## src/rtl/axil_pkg.sv

```systemverilog
// Shared definitions for the queued AXI-Lite master: FSM states and AXI response codes.
package axil_pkg;

  typedef enum logic [2:0] {
    IDLE    = 3'd0,
    RD_ADDR = 3'd1,
    RD_DATA = 3'd2,
    WR_ADDR = 3'd3,
    WR_RESP = 3'd4
  } state_t;

  localparam logic [1:0] RESP_OKAY   = 2'b00;
  localparam logic [1:0] RESP_EXOKAY = 2'b01;
  localparam logic [1:0] RESP_SLVERR = 2'b10;
  localparam logic [1:0] RESP_DECERR = 2'b11;

endpackage

```

## src/rtl/sync_fifo.sv

```systemverilog
// Single-clock request queue; head entry is visible combinationally so the FSM can pop and use it in the same cycle.
module sync_fifo #(
  parameter int WIDTH = 8,
  parameter int DEPTH = 4
) (
  input  logic                     clk,
  input  logic                     rstn,
  input  logic                     push,
  input  logic                     pop,
  input  logic [WIDTH-1:0]         din,
  output logic [WIDTH-1:0]         dout,
  output logic [$clog2(DEPTH):0]   level,
  output logic                     full,
  output logic                     empty
);

  localparam int AW = $clog2(DEPTH);
  localparam logic [AW:0] FULL_LVL = (AW+1)'(DEPTH);

  logic [WIDTH-1:0] mem [DEPTH];
  logic [AW-1:0]    wr_ptr_reg;
  logic [AW-1:0]    rd_ptr_reg;
  logic [AW:0]      level_reg;
  logic             do_push;
  logic             do_pop;

  // A full queue refuses a push even when a pop frees a slot in the same cycle.
  assign do_push = push && !full;
  assign do_pop  = pop && !empty;

  assign full  = (level_reg == FULL_LVL);
  assign empty = (level_reg == '0);
  assign level = level_reg;
  assign dout  = mem[rd_ptr_reg];

  always_ff @(posedge clk) begin
    if (do_push) begin
      mem[wr_ptr_reg] <= din;
    end
  end

  always_ff @(posedge clk) begin
    if (!rstn) begin
      wr_ptr_reg <= '0;
      rd_ptr_reg <= '0;
      level_reg  <= '0;
    end else begin
      if (do_push) wr_ptr_reg <= wr_ptr_reg + 1'b1;
      if (do_pop)  rd_ptr_reg <= rd_ptr_reg + 1'b1;
      case ({do_push, do_pop})
        2'b10:   level_reg <= level_reg + 1'b1;
        2'b01:   level_reg <= level_reg - 1'b1;
        default: level_reg <= level_reg;
      endcase
    end
  end

endmodule

```

## src/rtl/axil_master_queued.sv

```systemverilog
// AXI-Lite master that queues read/write requests and issues them one at a time, in order.
module axil_master_queued
  import axil_pkg::*;
#(
  parameter int          DATA_WIDTH = 32,
  parameter int          ADDR_WIDTH = 32,
  parameter int          STRB_WIDTH = DATA_WIDTH/8,
  parameter int          FIFO_DEPTH = 4,
  parameter logic [2:0]  AXI_PROT   = 3'b000
) (
  input  logic                           clk,
  input  logic                           rstn,
  input  logic                           req_valid,
  output logic                           req_ready,
  input  logic                           req_wen,
  input  logic [ADDR_WIDTH-1:0]          req_addr,
  input  logic [DATA_WIDTH-1:0]          req_wdata,
  input  logic [STRB_WIDTH-1:0]          req_wstrb,
  output logic                           rsp_valid,
  output logic                           rsp_wen,
  output logic [DATA_WIDTH-1:0]          rsp_rdata,
  output logic [1:0]                     rsp_resp,
  output logic                           rsp_err,
  output logic                           busy,
  output logic [$clog2(FIFO_DEPTH):0]    fifo_level,
  output logic [ADDR_WIDTH-1:0]          m_axil_awaddr,
  output logic [2:0]                     m_axil_awprot,
  output logic                           m_axil_awvalid,
  input  logic                           m_axil_awready,
  output logic [DATA_WIDTH-1:0]          m_axil_wdata,
  output logic [STRB_WIDTH-1:0]          m_axil_wstrb,
  output logic                           m_axil_wvalid,
  input  logic                           m_axil_wready,
  input  logic [1:0]                     m_axil_bresp,
  input  logic                           m_axil_bvalid,
  output logic                           m_axil_bready,
  output logic [ADDR_WIDTH-1:0]          m_axil_araddr,
  output logic [2:0]                     m_axil_arprot,
  output logic                           m_axil_arvalid,
  input  logic                           m_axil_arready,
  input  logic [DATA_WIDTH-1:0]          m_axil_rdata,
  input  logic [1:0]                     m_axil_rresp,
  input  logic                           m_axil_rvalid,
  output logic                           m_axil_rready
);

  localparam int REQ_W = 1 + ADDR_WIDTH + DATA_WIDTH + STRB_WIDTH;

  state_t                  state_reg;
  logic [REQ_W-1:0]        head;
  logic                    head_wen;
  logic [ADDR_WIDTH-1:0]   head_addr;
  logic [DATA_WIDTH-1:0]   head_wdata;
  logic [STRB_WIDTH-1:0]   head_wstrb;
  logic                    fifo_full;
  logic                    fifo_empty;
  logic                    pop;
  logic                    aw_done;
  logic                    w_done;

  assign req_ready = !fifo_full;
  assign pop       = (state_reg == IDLE) && !fifo_empty;
  assign busy      = (fifo_level != '0) || (state_reg != IDLE);

  assign m_axil_awprot = AXI_PROT;
  assign m_axil_arprot = AXI_PROT;

  assign {head_wen, head_addr, head_wdata, head_wstrb} = head;

  sync_fifo #(
    .WIDTH (REQ_W),
    .DEPTH (FIFO_DEPTH)
  ) u_req_fifo (
    .clk   (clk),
    .rstn  (rstn),
    .push  (req_valid),
    .pop   (pop),
    .din   ({req_wen, req_addr, req_wdata, req_wstrb}),
    .dout  (head),
    .level (fifo_level),
    .full  (fifo_full),
    .empty (fifo_empty)
  );

  // A channel counts as done once its valid has dropped or is being accepted this cycle.
  assign aw_done = !m_axil_awvalid || m_axil_awready;
  assign w_done  = !m_axil_wvalid || m_axil_wready;

  always_ff @(posedge clk) begin
    if (!rstn) begin
      state_reg      <= IDLE;
      m_axil_awaddr  <= '0;
      m_axil_awvalid <= 1'b0;
      m_axil_wdata   <= '0;
      m_axil_wstrb   <= '0;
      m_axil_wvalid  <= 1'b0;
      m_axil_bready  <= 1'b0;
      m_axil_araddr  <= '0;
      m_axil_arvalid <= 1'b0;
      m_axil_rready  <= 1'b0;
      rsp_valid      <= 1'b0;
      rsp_wen        <= 1'b0;
      rsp_rdata      <= '0;
      rsp_resp       <= RESP_OKAY;
      rsp_err        <= 1'b0;
    end else begin
      rsp_valid <= 1'b0;
      case (state_reg)
        IDLE: begin
          if (pop) begin
            if (head_wen) begin
              m_axil_awaddr  <= head_addr;
              m_axil_wdata   <= head_wdata;
              m_axil_wstrb   <= head_wstrb;
              m_axil_awvalid <= 1'b1;
              m_axil_wvalid  <= 1'b1;
              state_reg      <= WR_ADDR;
            end else begin
              m_axil_araddr  <= head_addr;
              m_axil_arvalid <= 1'b1;
              state_reg      <= RD_ADDR;
            end
          end
        end
        RD_ADDR: begin
          if (m_axil_arready) begin
            m_axil_arvalid <= 1'b0;
            m_axil_rready  <= 1'b1;
            state_reg      <= RD_DATA;
          end
        end
        RD_DATA: begin
          if (m_axil_rvalid) begin
            rsp_rdata     <= m_axil_rdata;
            rsp_resp      <= m_axil_rresp;
            rsp_err       <= m_axil_rresp[1];
            rsp_wen       <= 1'b0;
            rsp_valid     <= 1'b1;
            m_axil_rready <= 1'b0;
            state_reg     <= IDLE;
          end
        end
        WR_ADDR: begin
          if (m_axil_awvalid && m_axil_awready) m_axil_awvalid <= 1'b0;
          if (m_axil_wvalid && m_axil_wready)   m_axil_wvalid  <= 1'b0;
          if (aw_done && w_done) begin
            m_axil_bready <= 1'b1;
            state_reg     <= WR_RESP;
          end
        end
        WR_RESP: begin
          if (m_axil_bvalid) begin
            rsp_resp      <= m_axil_bresp;
            rsp_err       <= m_axil_bresp[1];
            rsp_wen       <= 1'b1;
            rsp_valid     <= 1'b1;
            m_axil_bready <= 1'b0;
            state_reg     <= IDLE;
          end
        end
        default: state_reg <= IDLE;
      endcase
    end
  end

endmodule

```

## config.mk

```make
export PLATFORM = sky130hd
export DESIGN_NAME = axil_master_queued
export DESIGN_NICKNAME = d
export VERILOG_FILES = /design/src/rtl/axil_pkg.sv /design/src/rtl/sync_fifo.sv /design/src/rtl/axil_master_queued.sv
export SDC_FILE = /design/constraint.sdc
export NUM_CORES = 1
export LEC_CHECK = 0
export CELL_PAD_IN_SITES_DETAIL_PLACEMENT = 0
export CELL_PAD_IN_SITES_GLOBAL_PLACEMENT = 2
export CORE_UTILIZATION = 35
export DETAILED_ROUTE_END_ITERATION = 16
export GPL_TIMING_DRIVEN = 0
export PLACE_DENSITY = 0.81
export SYNTH_ARGS = -nofsm -noshare
export SYNTH_HDL_FRONTEND = slang
export SYNTH_SLANG_ARGS = --single-unit
export TNS_END_PERCENT = 30
```

## constraint.sdc

```tcl
create_clock -name clk -period 6.6 [get_ports clk]
set_clock_uncertainty 0.1 [all_clocks]
set_input_delay 1.32 -clock clk [delete_from_list [all_inputs] [get_ports clk]]
set_output_delay 1.32 -clock clk [all_outputs]
set_load 0.1 [all_outputs]
```

==> flow_metrics.py, run 1 <==
metrics = {
    "status": {
        "status": "complete, no violations",
    },
    "cts": {
        "cts_resized": 0,
        "cts.sinks": 429,
        "path_clk_slew_ns": 0.06,
        "cts_buffers": 45,
        "h-tree-depth": 2,
        "cts_buffer_depth": 3,
        "cts_tree": "built",
        "post-cts-setup-buffers": 0,
        "ctsHoldBuffers": 0,
        "cts_root_buf": "clkbuf_16",
        "clk_latency_ns": 0.57,
    },
    "route": {
        "wirelength_um": 38400,
        "via_per_inst": 4.79,
        "drtIter0Drc": 438,
        "dr_total_vias": 9499,
        "first_pass_iters": 5,
        "drc": 0,
        "routedWlPerCell_um": 19.4,
        "ant_nets": 0,
    },
    "cells_and_area": {
        "finalNetCount": 1471,
        "stdcell_count": 1983,
        "drive_above_1_share_pct": 16.3,
        "largest_reg_flops": 276,
        "layout.filler_cells": 3915,
        "design_area_um2": 20600,
        "area_growth_pct": 31.3,
        "top_register": "u_req_fifo.mem",
    },
    "placed_design": {
        "hpwl_um": 25900,
        "port_buffers": 258,
        "dpl_cell_area_um2": 19100,
        "gp_congestion": 0.741,
        "dp_cells": 1897,
    },
    "sta": {
        "hold_violations": 0,
        "maxSlewViolCount": 0,
        "max_freq_mhz": 251,
        "tightestPinTransition_ns": 1.06,
        "finalSetupViolCount": 0,
        "setup_tns_ns": 0,
        "relSlewSlack_pct": 28.8,
        "rsz0062_at_grt": "false",
        "fin_crit_ns": 3.99,
        "period_share_pct": 60.5,
    },
    "worst_setup_path": {
        "crit_type": "flop to output pin",
        "crit_family": "buffers and inverters",
        "start_kind": "flop",
        "endpoint_kind": "output pin",
        "crit_required_ns": 5.18,
        "slowest_delay_ns": 1.02,
        "path_buf_inv": 1,
        "crit_fanout": 6,
        "slowest_stage": "clkdlybuf4s50_1",
        "critPathLaunch": "state_reg[2]",
        "worstPathArrival_ns": 2.57,
        "crit_path_cell_trace": "nor3_1 > nand2_1 > clkdlybuf4s50_1",
    },
    "logic_synthesis": {
        "synth_fa_ha_area_share_pct": 0.527,
        "netlist_area_um2": 15700,
        "synthSimpleGateAreaFrac_pct": 8.45,
        "ys.flop_type": "edfxtp_1",
        "synth_mux_area_share_pct": 9.92,
        "synth.largest_area_cell": "edfxtp_1",
        "ys_ff_latch": 429,
        "synthArstFlopShare_pct": 0,
        "seq_area_frac_synth_pct": 72.4,
        "synth_area_per_cell_um2": 15.1,
        "synthTopCellsByArea": "edfxtp_1, dfxtp_1, mux4_2",
        "synth_top_area_share_pct": 52.9,
        "synth_compound_area_share_pct": 5.63,
        "yosysWarnings": 0,
        "post-synth-top-count-cell": "edfxtp_1",
        "synth_top_family_by_area": "multiplexers",
        "synthXorXnorAreaFrac_pct": 0.335,
        "synthTopCellsByCount": "edfxtp_1, nand2_1, dfxtp_1",
        "synth-edff-count": 276,
        "synthCells": 1038,
        "synth_cell_types": 41,
    },
    "power": {
        "leakage_nw": 6.74,
        "power_density_nw_per_um2": 466,
        "ir_worst_vdd_uv": 219,
        "fin_total_pwr_mw": 9.58,
    },
    "floorplan": {
        "fp.coreArea_um2": 44200,
        "io_pins": 266,
        "design.die.area_um2": 45600,
        "die_width_um": 214,
        "initial_core_util_pct": 35.4,
        "row_count": 77,
        "die_h_um": 214,
    },
    "worst_hold_path": {
        "min_path_type": "flop to flop",
        "hp-start": "rsp_rdata[24]",
    },
    "run": {
        "max_cap_viol_count": 0,
    },
    "global_routing": {
        "grt_pass1_vias": 9484,
        "gr-total-overflow": 0,
        "grt_usage_pct": 16.8,
        "grt_max_degree": 43,
        "antenna_found_initial": 7,
        "grt_pass1_wl_um": 56600,
    },
}
[metal layers]
layer | vias to the layer above | GRT usage (%) | part of all wire, %
met4 | 10 | 6.26 | 2.7
met5 | - | 0 | 0.16
met1 | 4646 | 21.7 | 43
met2 | 273 | 27.4 | 48
li1 | 4488 | - | -
met3 | 82 | 4.22 | 6.6
[stage by stage]
stage / hold WS, ns / setup slack (ns) / utilization (%)
6_report: 0.351 / 2.61 / 46.5
5_1_grt: 0.372 / 2.47 / 46.5
4_1_cts: 0.355 / 2.55 / 46.5
3_5_place_dp: 0.347 / 3.11 / 43.3
3_3_place_gp: 0.341 / 1.09 / 43.0
2_1_floorplan: 0.369 / 2.38 / -
[cells by family after synthesis]
family	Yosys count
AOI/OAI and AO/OA	153
xor gates and xnor gates	6
adders and majority gates	6
buffers and inverters	86
DFF	429
muxes	69
other	1
and+or+nand+nor	288
[tightest hold or removal path, cell delays in order (launching register included)]
cell     delay [ns]
dfxtp_1        0.31
nand2_1        0.05
a21oi_1        0.05
[placed cells by master, fill, tap and decap left out, drive strengths merged, types with 5 or more instances in the layout]
master         instances
and3                   6
edfxtp               276
nand3                 68
ha                     5
o21ai                 69
dfxtp                153
mux4                  69
inv                   12
clkdlybuf4s50        258
nor2                  17
buf                   44
nand2                181
a21oi                 75
conb                   6
clkbuf                99
clkinv                15
[worst paths after layout]
kind	cells after the start	slack [ns]	to
setup / recovery	3	2.61	busy
hold / removal	2	0.35	rsp_rdata[24]
setup reg to reg	6	4.03	m_axil_awaddr[10]
hold reg to reg	2	0.35	rsp_rdata[24]
[area by class of cell]
| class | instances | area, µm² | area share (%) |
|---|---|---|---|
| clock inverters | 22 | 186 | 0.906 |
| well taps | 592 | 741 | 3.60 |
| clock buffers | 62 | 1240 | 6.03 |
| plain buffers | 77 | 387 | 1.88 |
| multi-input cells | 528 | 3940 | 19.1 |
| repair buffers | 262 | 2690 | 13.1 |
| diodes | 2 | 5.00 | 0.0243 |
| inverters | 9 | 33.8 | 0.164 |
| flip-flops and latches | 429 | 11400 | 55.2 |
[report_power, final]
group	internal, mW	switching [mW]
Clock	1.40	1.04
Sequential	3.26	0.178
Combinational	1.03	2.66
Total	5.70	3.88
(Power assumes the default switching activity.)
==> run 2: changes to the inputs <==
Clock period 6.6 ns to 3.7 ns, I/O delays scaled along.
==> flow_metrics.py, run 2 (same netlist as run 1, synthesis figures left out) <==
metrics = {
    "sta": {
        "hold_ws_ns": 0.351,
        "finalSetupViolCount": 0,
        "setup_tns_ns": 0,
        "relSlewSlack_pct": 26.4,
        "max_freq_mhz": 291,
        "maxSlewViolCount": 0,
        "period_share_pct": 92.8,
        "hold_violations": 0,
        "setup_ws_ns": 0.268,
        "rsz0062_at_grt": "false",
        "tightestPinTransition_ns": 1.10,
        "fin_crit_ns": 3.43,
    },
    "route": {
        "dr_total_vias": 9525,
        "drtIter0Drc": 505,
        "wirelength_um": 38800,
        "ant_nets": 0,
        "drc": 0,
        "first_pass_iters": 4,
        "routedWlPerCell_um": 19.5,
        "via_per_inst": 4.80,
    },
    "worst_setup_path": {
        "start_kind": "flop",
        "endpoint_kind": "output pin",
        "critPathLaunch": "state_reg[2]",
        "r2r_slack_ns": 1.13,
        "crit_path_cell_trace": "nor3_1 > nand2_1 > clkdlybuf4s50_1",
        "crit_required_ns": 2.86,
        "rr_endpoint": "m_axil_wdata[24]",
        "worstRegToRegCells": 6,
        "crit_type": "flop to output pin",
        "slowest_delay_ns": 1.03,
        "worstPathArrival_ns": 2.59,
        "crit_fanout": 6,
        "slowest_stage": "clkdlybuf4s50_1",
    },
    "placed_design": {
        "dpl_cell_area_um2": 19100,
        "hpwl_um": 25700,
        "dp_slack_ns": 0.801,
        "port_buffers": 258,
        "gp_congestion": 0.751,
    },
    "floorplan": {
        "die_h_um": 214,
        "fp.coreArea_um2": 44200,
        "row_count": 77,
        "io_pins": 266,
        "design.die.area_um2": 45600,
        "die_width_um": 214,
        "initial_core_util_pct": 35.4,
    },
    "cts": {
        "cts_buffer_depth": 3,
        "cts.sinks": 429,
        "path_clk_slew_ns": 0.05,
        "post-cts-setup-buffers": 0,
        "clk_latency_ns": 0.56,
        "ctsHoldBuffers": 0,
        "cts_resized": 0,
        "cts_buffers": 47,
        "cts_tree": "built",
        "cts_root_buf": "clkbuf_16",
        "h-tree-depth": 2,
    },
    "cells_and_area": {
        "finalNetCount": 1473,
        "layout_common_cells": "edfxtp_1, clkdlybuf4s50_1, nand2_1",
        "area_growth_pct": 32.1,
        "design_area_um2": 20700,
        "largest_reg_flops": 276,
        "layout_commonest_cell": "edfxtp_1",
        "drive_above_1_share_pct": 16.4,
        "top_register": "u_req_fifo.mem",
    },
    "worst_hold_path": {
        "min_path_type": "flop to flop",
        "whs_endpoint": "rsp_rdata[8]",
        "hp-start": "rsp_rdata[8]",
        "hold_depth": 2,
    },
    "global_routing": {
        "gr-total-overflow": 0,
        "grt_pass1_vias": 9509,
        "grt_usage_pct": 16.9,
        "grt_pass1_wl_um": 56800,
        "antenna_found_initial": 8,
        "grt_max_degree": 39,
    },
    "run": {
        "max_cap_viol_count": 0,
    },
    "status": {
        "status": "complete, no violations",
    },
    "power": {
        "leakage_nw": 6.80,
        "power_density_nw_per_um2": 840,
        "ir_worst_vdd_uv": 734,
    },
}
run 2: changes by cell type in the layout (fill, tap and decap cells not counted), sizes merged:
cell	change
clkinv	+4
bufinv	+3
clkbuf	-2
inv	-2
clkinvlp	-1
diode	+1
run 2: layout make-up:
type	instances	area, µm²
fillers	3887	23500
plain buffers	77	387
clock inverters	26	258
multi-input cells	528	3940
diodes	3	7.51
inverters	9	33.8
well taps	592	741
repair buffers	262	2690
clock buffers	60	1300
flip-flops and latches	429	11400
run 2: worst max path at each step:
stage                            endpoint  slack (ns)  cells past startpoint
finish                               busy        0.27                      3
global route                         busy        0.09                      3
CTS                                  busy        0.21                      3
detailed placement    u_req_fifo.level[2]        0.80                      9
global placement    u_req_fifo.mem[3][31]       -1.22                      2
floorplan            u_req_fifo.mem[2][0]       -0.52                      2
run 2: where the power goes:
part / switching, mW / leakage [nW] / internal [mW]
clock: 1.84 / 0.774 / 2.82
sequential: 0.315 / 3.78 / 5.82
combinational: 4.76 / 2.25 / 1.83
run 2: metrics by stage:
stage | util, % | power, mW | cells
2_1_floorplan | - | 11.1 | 1043
3_3_place_gp | 43.0 | 12.8 | 1893
3_5_place_dp | 43.3 | 12.9 | 1897
4_1_cts | 46.8 | 17.6 | 1983
5_1_grt | 46.8 | 18.1 | 1985
6_report | 46.8 | 17.4 | 1986
run 2: critical path, delay by kind of cell (launching register included):
| family | cells | cell delay, ns |
|---|---|---|
| DFF | 1 | 0.33 |
| buffers and inverters | 1 | 1.03 |
| and+or+nand+nor | 2 | 0.67 |
run 2: routing by layer:
layer  GRT usage (%)  routed length [µm]  up-vias
met5               0                  64        -
met4            5.10                 894       10
met3            4.88                2580       68
met2            27.6               18200      260
met1            21.8               17000     4697
li1                -                   -     4490
